## src/rtl/fsm_seq_driver_if.sv

```systemverilog
// Bundle between the sequence driver and its user/target: run handshake,
// pattern and response words, plus the serial a -> out1/out2 link.
`timescale 1ns/1ps
interface fsm_seq_driver_if #(
    parameter int LEN = 8
);
    logic           start;
    logic [LEN-1:0] pattern;
    logic           out1;
    logic           out2;
    logic           a;
    logic           busy;
    logic           done;
    logic [LEN-1:0] resp1;
    logic [LEN-1:0] resp2;

    // master: the driver itself; slave: whoever requests runs and hosts the target
    modport master (
        input  start, pattern, out1, out2,
        output a, busy, done, resp1, resp2
    );

    modport slave (
        output start, pattern, out1, out2,
        input  a, busy, done, resp1, resp2
    );
endinterface

```

## src/rtl/fsm_seq_driver.sv

```systemverilog
// Serialises a latched pattern onto a (LSB first), captures the target's
// registered out1/out2 one cycle later per bit, then pulses done.
`timescale 1ns/1ps
module fsm_seq_driver #(
    parameter int LEN = 8
) (
    input  logic                clk,
    input  logic                reset,
    fsm_seq_driver_if.master    bus
);
    localparam int IW = $clog2(LEN) + 1;

    if (LEN < 2 || LEN > 32) begin : g_len_check
        $error("fsm_seq_driver: LEN must be within 2..32");
    end

    typedef enum logic [1:0] {
        IDLE    = 2'd0,
        DRIVE   = 2'd1,
        CAPTURE = 2'd2,
        DONE    = 2'd3
    } state_t;

    state_t         state_reg, state_next;
    logic [IW-1:0]  idx_reg, idx_next;
    logic [LEN-1:0] shadow_reg, shadow_next;
    logic           a_reg, a_next;
    logic           busy_reg, busy_next;
    logic           done_reg, done_next;
    logic [LEN-1:0] resp1_reg, resp1_next;
    logic [LEN-1:0] resp2_reg, resp2_next;
    logic [LEN-1:0] shadow_shifted;
    logic           accept;
    logic           last_drive;
    logic           capture_en;

    assign accept     = bus.start && ((state_reg == IDLE) || (state_reg == DONE));
    assign last_drive = (state_reg == DRIVE) && (idx_reg == IW'(LEN - 1));
    // In DRIVE and CAPTURE the bit whose response is on out1/out2 is always idx_reg-1
    assign capture_en = (state_reg == DRIVE) || (state_reg == CAPTURE);

    always_ff @(posedge clk) begin
        if (reset) begin
            state_reg  <= IDLE;
            idx_reg    <= '0;
            shadow_reg <= '0;
            a_reg      <= 1'b0;
            busy_reg   <= 1'b0;
            done_reg   <= 1'b0;
            resp1_reg  <= '0;
            resp2_reg  <= '0;
        end else begin
            state_reg  <= state_next;
            idx_reg    <= idx_next;
            shadow_reg <= shadow_next;
            a_reg      <= a_next;
            busy_reg   <= busy_next;
            done_reg   <= done_next;
            resp1_reg  <= resp1_next;
            resp2_reg  <= resp2_next;
        end
    end

    always_comb begin
        state_next  = state_reg;
        idx_next    = idx_reg;
        shadow_next = shadow_reg;
        case (state_reg)
            IDLE, DONE: begin
                if (accept) begin
                    state_next  = DRIVE;
                    shadow_next = bus.pattern;
                    idx_next    = '0;
                end else begin
                    state_next = IDLE;
                end
            end
            DRIVE: begin
                idx_next = idx_reg + 1'b1;
                if (last_drive) begin
                    state_next = CAPTURE;
                end
            end
            CAPTURE: begin
                state_next = DONE;
            end
            default: begin
                state_next = IDLE;
            end
        endcase
    end

    // Shifting by LEN (past the last bit) yields 0, which is what a must show in CAPTURE
    always_comb begin
        shadow_shifted = shadow_reg >> idx_next;
        a_next         = 1'b0;
        if (accept) begin
            a_next = bus.pattern[0];
        end else if (state_next == DRIVE) begin
            a_next = shadow_shifted[0];
        end
        busy_next = (state_next == DRIVE) || (state_next == CAPTURE);
        done_next = (state_next == DONE);
    end

    for (genvar gi = 0; gi < LEN; gi++) begin : g_resp
        logic hit;
        assign hit            = capture_en && (idx_reg == IW'(gi + 1));
        assign resp1_next[gi] = accept ? 1'b0 : (hit ? bus.out1 : resp1_reg[gi]);
        assign resp2_next[gi] = accept ? 1'b0 : (hit ? bus.out2 : resp2_reg[gi]);
    end

    assign bus.a     = a_reg;
    assign bus.busy  = busy_reg;
    assign bus.done  = done_reg;
    assign bus.resp1 = resp1_reg;
    assign bus.resp2 = resp2_reg;
endmodule
```

## src/flat_wrapper.sv

```systemverilog
// flat-port wrapper written by rule: the top's interface ports become plain ports
module fsm_seq_driver_flat 
#(
    parameter int LEN = 8
)
  (clk, reset, bus_start, bus_pattern, bus_out1, bus_out2, bus_a, bus_busy, bus_done, bus_resp1, bus_resp2);
  fsm_seq_driver_if #(.LEN(LEN)) bus_i ();
  input  logic clk;
  input  logic reset;
  input wire logic [$bits(bus_i.start)-1:0] bus_start;
  input wire logic [$bits(bus_i.pattern)-1:0] bus_pattern;
  input wire logic [$bits(bus_i.out1)-1:0] bus_out1;
  input wire logic [$bits(bus_i.out2)-1:0] bus_out2;
  output wire logic [$bits(bus_i.a)-1:0] bus_a;
  output wire logic [$bits(bus_i.busy)-1:0] bus_busy;
  output wire logic [$bits(bus_i.done)-1:0] bus_done;
  output wire logic [$bits(bus_i.resp1)-1:0] bus_resp1;
  output wire logic [$bits(bus_i.resp2)-1:0] bus_resp2;
  assign bus_i.start = bus_start;
  assign bus_i.pattern = bus_pattern;
  assign bus_i.out1 = bus_out1;
  assign bus_i.out2 = bus_out2;
  assign bus_a = bus_i.a;
  assign bus_busy = bus_i.busy;
  assign bus_done = bus_i.done;
  assign bus_resp1 = bus_i.resp1;
  assign bus_resp2 = bus_i.resp2;
  fsm_seq_driver #(.LEN(LEN)) u_core (.clk(clk), .reset(reset), .bus(bus_i));
endmodule
```

## config.mk

```make
export PLATFORM = sky130hd
export DESIGN_NAME = fsm_seq_driver_flat
export DESIGN_NICKNAME = d
export VERILOG_FILES = /design/src/rtl/fsm_seq_driver_if.sv /design/src/rtl/fsm_seq_driver.sv /design/src/flat_wrapper.sv
export SDC_FILE = /design/constraint.sdc
export NUM_CORES = 1
export LEC_CHECK = 0
export CAP_MARGIN = 30
export CORE_UTILIZATION = 25
export DETAILED_ROUTE_END_ITERATION = 7
export SLEW_MARGIN = 5
export SYNTH_ARGS = -nofsm -noshare
export SYNTH_HDL_FRONTEND = slang
export SYNTH_SLANG_ARGS = --single-unit
```

## constraint.sdc

```tcl
create_clock -name clk -period 5.4 [get_ports clk]
set_clock_uncertainty 0.15 [all_clocks]
set_input_delay 0.81 -clock clk [delete_from_list [all_inputs] [get_ports clk]]
set_output_delay 0.81 -clock clk [all_outputs]
set_load 0.01 [all_outputs]
```

After elaboration in Yosys (flattened, before gate mapping). Cells that the tools add are included.

Output and inout bits: 19. Register bits: 33. Input port bits: 13.

Reductions and logical operators: 17. Eq/ne operators: 14. Add/subtract/negate cells: 1. Shift operators: 1. Muxes and demuxes: 7.

Operator list (number): == test 4 x 3 -> 1 bit, second input constant (4); logical AND 1 bit (10); == test 2 bit, second input constant (4); == test 4 x 2 -> 1 bit, second input constant (2); one-hot mux 4 bit (2 select lines) (1); >> shifter 8 x 4 -> 1 bit (1); one-hot mux 2 bit (3 select lines) (1); adder 4 x 1 -> 4 bit, second input constant (1); == test 2 x 1 -> 1 bit, second input constant (2); == test 4 x 1 -> 1 bit, second input constant (1); == test 4 bit, second input constant (1); 2-to-1 mux 4 bit (1); OR reduction 2 bit (2); logical OR 1 bit (3); 2-to-1 mux 1 bit (3); logical NOT 2 bit (1); 2-to-1 mux 2 bit (1); AND reduction 2 bit (1).

Logic depth before layout (Yosys ltp). Gate-level depths: netlist of run 1.

Depth in word-level cells: 8. Mapped depth: 9.

Worst setup path before layout of run 1. OpenSTA, ideal clock, no wires.

Path type: input-to-reg. Start: input bus_start. End: register u_core.a_reg, in the netlist u_core.bus.a. Cell stages on the path: 7. Arrival: 1.799 ns. Library setup time: 0.116 ns. Data required time: 5.134 ns. Slack: 3.336 ns. Cells stage by stage: nand2b_2 -> nand2b_4 -> a22o_1 -> buf_6 -> mux2i_1 -> a31oi_1 -> a31o_1.

Word-level cells in the longest chain between the ends: 6. Elaborated cells between the ends (all ways): 9. Those cells by class: eq/ne: 1; shift: 1; mux: 6; reduce/logical: 1.

RTL lines: start: declaration (line flat_wrapper.sv:10) `input wire logic [$bits(bus_i.start)-1:0] bus_start;`; logical AND 1 bit (*) (line fsm_seq_driver.sv:37) `assign accept = bus.start && ((state_reg == IDLE) || (state_reg == DONE));`; 2-to-1 mux 4 bit / 2-to-1 mux 1 bit (equally long branches) (line fsm_seq_driver.sv:70) `if (accept) begin`; one-hot mux 4 bit (2 select lines) / one-hot mux 2 bit (3 select lines) (equally long branches) (line fsm_seq_driver.sv:68) `case (state_reg)`; >> shifter 8 x 4 -> 1 bit / == test 2 x 1 -> 1 bit (equally long branches) (line fsm_seq_driver.sv:95, fsm_seq_driver.sv:99); 2-to-1 mux 1 bit (line fsm_seq_driver.sv:99) `end else if (state_next == DRIVE) begin`; 2-to-1 mux 1 bit (*) (line fsm_seq_driver.sv:97) `if (accept) begin`; end signal: assignment (line fsm_seq_driver.sv:56) `a_reg <= a_next;`; end: declaration (line fsm_seq_driver.sv:27) `logic a_reg, a_next;`.

Mark *: on every way between the ends. The rest lies on a longest branch, timed or not. A chain may end at the register's enable or synchronous reset.

Worst setup path in the final report of run 1. Same ends and word-level chain as after synthesis.

==> impl_metrics.json, run 1 <==
{
  "outcome": "finished clean",
  "maxCapViolCount": 0,
  "core-area_sq_um": 5642,
  "clock-sinks": 33,
  "yosys_warnings": 0,
  "drv_slew": 0,
  "dieArea_sq_um": 6315,
  "std_cell_rows": 27,
  "routedWlPerCell_um": 11.04,
  "synthMostInstantiatedCell": "dfxtp_1",
  "synth_top_area_share_pct": 44.04,
  "drc": 0,
  "hold_viol": 0,
  "first_pass_iters": 4,
  "hold_end": "u_core.shadow_reg[6]$_SDFFE_PP0P_",
  "synth_common_cells": "33 x dfxtp_1, 22 x nor2_1, 21 x nand2_1",
  "async_flop_share_pct": 0,
  "ys_ff_latch": 33,
  "dp_hpwl_mm": 2.183,
  "grt_pass1_vias": 1081,
  "required_ns": 5.42,
  "finish.utilization_pct": 34.51,
  "reg2reg_to": "u_core.bus.a$_SDFF_PP0_",
  "postCtsSetupRepairBufs": 0,
  "syn_nets": 188,
  "detail_route.iter0.violations": 40,
  "area.growth.synth_to_final_pct": 29.77,
  "power.density_nw_per_um2": 269.0,
  "setup.worst_path.end_class": "register",
  "initial_core_util_pct": 26.59,
  "crit_type": "input pin to register",
  "synth.distinct_cells": 32,
  "leakage_uw": 0.0006871,
  "port-buffer-count": 31,
  "grt_pass1_wl_mm": 4.899,
  "arrival_ns": 2.46,
  "antenna_found_initial": 0,
  "cts-resized-gates": 0,
  "multi_input_area_sq_um": 767.0,
  "cts_buffers": 5,
  "dr_total_vias": 1185,
  "grt_overflow_total": 0,
  "nFillCells": 578,
  "ios": 32,
  "startpoint_type": "input pin",
  "postCtsHoldBufs": 0,
  "finalNetCount": 215,
  "grt_max_degree": 19,
  "ys.flop_type": "dfxtp_1",
  "synth_cells": 168,
  "r2r_start": "u_core.state_reg[0]$_SDFF_PP0_",
  "cts_buffer_depth": 2,
  "cts-root-buf": "clkbuf_8",
  "gp_congestion": 0.7583,
  "synth-edff-count": 0,
  "via_per_inst": 4.438,
  "path_max_fanout": 5,
  "fin_crit_sh_pct": 45.22,
  "drtAntennaViolNets": 0,
  "hp-class": "register to register",
  "htree_levels": 2,
  "syn_area_sq_um": 1500,
  "power_uw": 523.7,
  "dieHeight_um": 79.47,
  "placed_cells": 260,
  "grt_usage_pct": 10.08,
  "post-route-min-period_ns": 2.442,
  "ir_worst_vdd_uv": 110.3,
  "hold_start": "u_core.shadow_reg[6]$_SDFFE_PP0P_",
  "final_cells": 267,
  "n_antenna_cell": 0,
  "rsz0062_at_grt": "no",
  "ff2ff_path_depth": 8,
  "finalSetupViolations": 0,
  "ff_latch_area_sq_um": 660.6,
  "worst_slew_pin_slew_ns": 0.5993,
  "ys_seq_area_share_pct": 44.04,
  "synth.avg_cell_area_sq_um": 8.930,
  "insertion_delay_ns": 0.28,
  "tns_ns": 0,
  "wirelength_mm": 2.949,
  "cts_tree": "done",
  "r2r_setup_slack_ns": 3.11,
  "fmax_mhz": 409.6,
  "maxSlewHeadroom_pct": 59.92,
  "dieWidth_um": 79.47,
  "synth_largest_area_cell": "dfxtp_1",
  "drive_gt1_share_pct": 6.667,
  "yosys-top-cells-area": "dfxtp_1 44%, mux2i_1 10%, ha_1 5.8%, nor2_1 5.5%, nand2_1 5.3%",
  "path_clk_slew_ns": 0.06,
  "hold_depth": 2
}
==> cell families (layout without fill, tap and decap cells) <==
group,count (synthesis),count (layout),share of synthesized area (%)
compound gates,29,29,11.59
fa+ha+maj,7,7,5.838
buf+inv,15,42,4.837
flops,33,33,44.04
mux,18,18,12.26
simple gates,66,66,21.43
==> worst max-delay path, cell delays in order <==
cell and delay [ns]:
clkdlybuf4s50_1 0.42, nand2b_2 0.21, nand2b_4 0.11, a22o_1 0.31, mux2i_1 0.26, a31oi_1 0.11, a31o_1 0.23
==> where the power goes <==
part | total, uW | internal, uW | leakage, uW | switching (uW)
Sequential | 254 | 250 | 0.000268 | 3.59
Clock | 219 | 134 | 0.0000540 | 85.1
Combinational | 50.8 | 24.6 | 0.000365 | 26.2
Total | 524 | 409 | 0.000687 | 115
==> worst max path at each step <==
stage                          from  depth (start not counted)                 endpoint
after floorplan           bus_start                          7  u_core.bus.a$_SDFF_PP0_
after global placement    bus_start                          7  u_core.bus.a$_SDFF_PP0_
after detailed placement  bus_start                          7  u_core.bus.a$_SDFF_PP0_
after CTS                 bus_start                          7  u_core.bus.a$_SDFF_PP0_
after global routing      bus_start                          7  u_core.bus.a$_SDFF_PP0_
final                     bus_start                          7  u_core.bus.a$_SDFF_PP0_
==> metrics by stage <==
step	setup WS (ns)	area (sq um)	hold slack, ns
after global routing	2.881	1947	0.3317
after CTS	2.970	1947	0.3047
after global placement	2.638	1843	0.2862
final	2.958	1947	0.3032
after detailed placement	2.677	1843	0.2898
after floorplan	3.336	1500	0.2758
==> layer usage <==
metal  global-route usage (%)  wire length [um]  vias up
li1                         -                 -      616
met1                    12.21              1371      544
met2                    16.07              1400       19
met3                    3.429               129        6
met4                    4.364                48        0
met5                        0                 0        -
==> placed cells by master, fill, tap and decap left out, drive strengths merged, types with 2 or more instances in the layout <==
cell,Yosys,layout
nand3,3,3
a22oi,2,2
nor3b,2,2
nor3,2,2
clkdlybuf4s50,0,31
nor2b,5,5
o21ai,6,6
mux2i,15,15
a21oi,13,13
ha,7,7
nor2,22,22
mux2,3,3
a22o,2,2
clkbuf,8,5
nand2b,6,6
nand2,21,21
dfxtp,33,33
inv,4,4
==> area by class of cell <==
| type | instances | area share, % |
|---|---|---|
| Clock buffer | 5 | 3.535 |
| Clock inverter | 2 | 1.799 |
| Inverter | 4 | 0.7712 |
| Multi-Input combinational cell | 120 | 39.40 |
| Sequential cell | 33 | 33.93 |
| Tap cell | 72 | 4.627 |
| Timing Repair Buffer | 31 | 15.94 |
(Power assumes the default switching activity.)
==> inputs of run 2 (changes only) <==
==> constraint.sdc (replaced) <==
create_clock -name clk -period 2.29 [get_ports clk]
set_clock_uncertainty 0.15 [all_clocks]
set_input_delay 0.3435 -clock clk [delete_from_list [all_inputs] [get_ports clk]]
set_output_delay 0.3435 -clock clk [all_outputs]
set_load 0.01 [all_outputs]
==> impl_metrics.json, run 2 (synthesized netlist as in run 1, its figures left out) <==
{
  "outcome": "finished clean",
  "reg2reg_to": "u_core.bus.a$_SDFF_PP0_",
  "crit_type": "register to register",
  "gp_congestion": 0.7803,
  "ios": 32,
  "core-area_sq_um": 5642,
  "path_clk_slew_ns": 0.07,
  "fin_crit_sh_pct": 91.46,
  "hold_depth": 1,
  "drive_gt1_share_pct": 10.78,
  "cts-root-buf": "clkbuf_8",
  "ir_worst_vdd_uv": 238.8,
  "setup.worst_path.end_class": "register",
  "holdWs_ns": 0.3037,
  "hp-class": "register to register",
  "ff2ff_path_depth": 8,
  "worst_slew_pin_slew_ns": 0.3992,
  "power.density_nw_per_um2": 579.3,
  "htree_levels": 2,
  "finish.utilization_pct": 35.26,
  "dieHeight_um": 79.47,
  "dp_hpwl_mm": 2.351,
  "dr_total_vias": 1221,
  "mostFrequentLayoutCell": "dfxtp_1",
  "grt_max_degree": 17,
  "crit_path_max_incr_delay_ns": 0.36,
  "dpl_worst_slack_ns": 0.04631,
  "cts_tree": "done",
  "tns_ns": 0,
  "insertion_delay_ns": 0.28,
  "std_cell_rows": 27,
  "path_cells": "inv_1 -> ha_1 -> nand2b_2 -> nand2b_4 -> a22o_1 -> mux2i_1 -> a22oi_1 -> a31o_1",
  "r2r_setup_slack_ns": 0.20,
  "cp_top_family": "compound AO/OA/AOI/OAI gates",
  "hold_end": "u_core.shadow_reg[0]$_SDFFE_PP0P_",
  "path_max_fanout": 5,
  "port-buffer-count": 31,
  "required_ns": 2.31,
  "maxCapViolCount": 0,
  "antenna_found_initial": 0,
  "most-common-layout-cells": "33 x dfxtp_1, 31 x clkdlybuf4s50_1, 22 x nor2_1, 21 x nand2_1, 15 x mux2i_1",
  "final_cells": 276,
  "cts_buffer_depth": 2,
  "finalNetCount": 223,
  "wirelength_mm": 3.044,
  "cts-resized-gates": 0,
  "initial_core_util_pct": 26.59,
  "placed_cells": 268,
  "hold_viol": 0,
  "arrival_ns": 2.12,
  "fmax_mhz": 477.5,
  "postCtsHoldBufs": 0,
  "clock-sinks": 33,
  "finalSetupViolations": 0,
  "via_per_inst": 4.424,
  "grt_usage_pct": 10.69,
  "drv_slew": 0,
  "startpoint_type": "register",
  "path_buf_inv": 1,
  "area.growth.synth_to_final_pct": 32.61,
  "leakage_uw": 0.0007169,
  "maxSlewHeadroom_pct": 73.18,
  "detail_route.iter0.violations": 43,
  "drc": 0,
  "drtAntennaViolNets": 0,
  "post-route-min-period_ns": 2.094,
  "dieArea_sq_um": 6315,
  "routedWlPerCell_um": 11.03,
  "dieWidth_um": 79.47,
  "first_pass_iters": 4,
  "cts_buffers": 5,
  "crit_slowest_cell": "ha_1",
  "rsz0062_at_grt": "no",
  "grt_pass1_wl_mm": 5.181,
  "n_antenna_cell": 0,
  "grt_pass1_vias": 1166,
  "postCtsSetupRepairBufs": 0,
  "setup_ws_ns": 0.1956,
  "r2r_start": "u_core.state_reg[0]$_SDFF_PP0_",
  "nFillCells": 589,
  "hold_start": "u_core.shadow_reg[0]$_SDFFE_PP0P_",
  "grt_overflow_total": 0
}
[run 2: how the worst max path moves through the flow]
stage	from	end	slack (ns)	depth (start not counted)
global placement	bus_start	u_core.bus.a$_SDFF_PP0_	0.14	7
floorplan	u_core.state_reg[0]$_SDFF_PP0_	u_core.bus.a$_SDFF_PP0_	0.39	9
CTS	u_core.state_reg[0]$_SDFF_PP0_	u_core.bus.a$_SDFF_PP0_	0.17	8
detailed placement	bus_start	u_core.bus.a$_SDFF_PP0_	0.05	7
finish	u_core.state_reg[0]$_SDFF_PP0_	u_core.bus.a$_SDFF_PP0_	0.20	8
global route	u_core.state_reg[0]$_SDFF_PP0_	u_core.bus.a$_SDFF_PP0_	0.06	8
[run 2: worst register-to-register path: cells and delay by family, from the launching register on]
family	cells	cell delay [ns]
AOI/OAI and AO/OA	3	0.61
adders and majority gates	1	0.36
DFF	1	0.35
buffers and inverters	1	0.05
muxes	1	0.25
and+or+nand+nor	2	0.20
[run 2: cell type report]
class / count / area, sq um / area share [%]
Timing Repair Buffer: 39 / 370.4 / 18.62
Multi-Input combinational cell: 120 / 767.0 / 38.55
Tap cell: 72 / 90.09 / 4.528
Clock inverter: 3 / 17.52 / 0.8805
Sequential cell: 33 / 660.6 / 33.21
Clock buffer: 5 / 68.82 / 3.459
Inverter: 4 / 15.01 / 0.7547
[run 2: power breakdown]
group | internal, uW | total [uW] | switching, uW
registers | 590 | 598 | 8.68
clock network | 209 | 423 | 214
logic | 65.8 | 131 | 64.8
[run 2: per-layer routing]
layer	vias to the layer above	wire, um	GRT usage, %
li1	635	-	-
met1	562	1422	12.58
met2	20	1450	17.52
met3	4	122	3.771
met4	0	49	4.364
met5	-	0	0
[run 2: metrics by stage]
step / area [sq um] / power [uW]
floorplan: 1500 / 691.3
global placement: 1903 / 741.2
detailed placement: 1903 / 743.2
CTS: 1989 / 1169
global route: 1989 / 1213
finish: 1989 / 1153
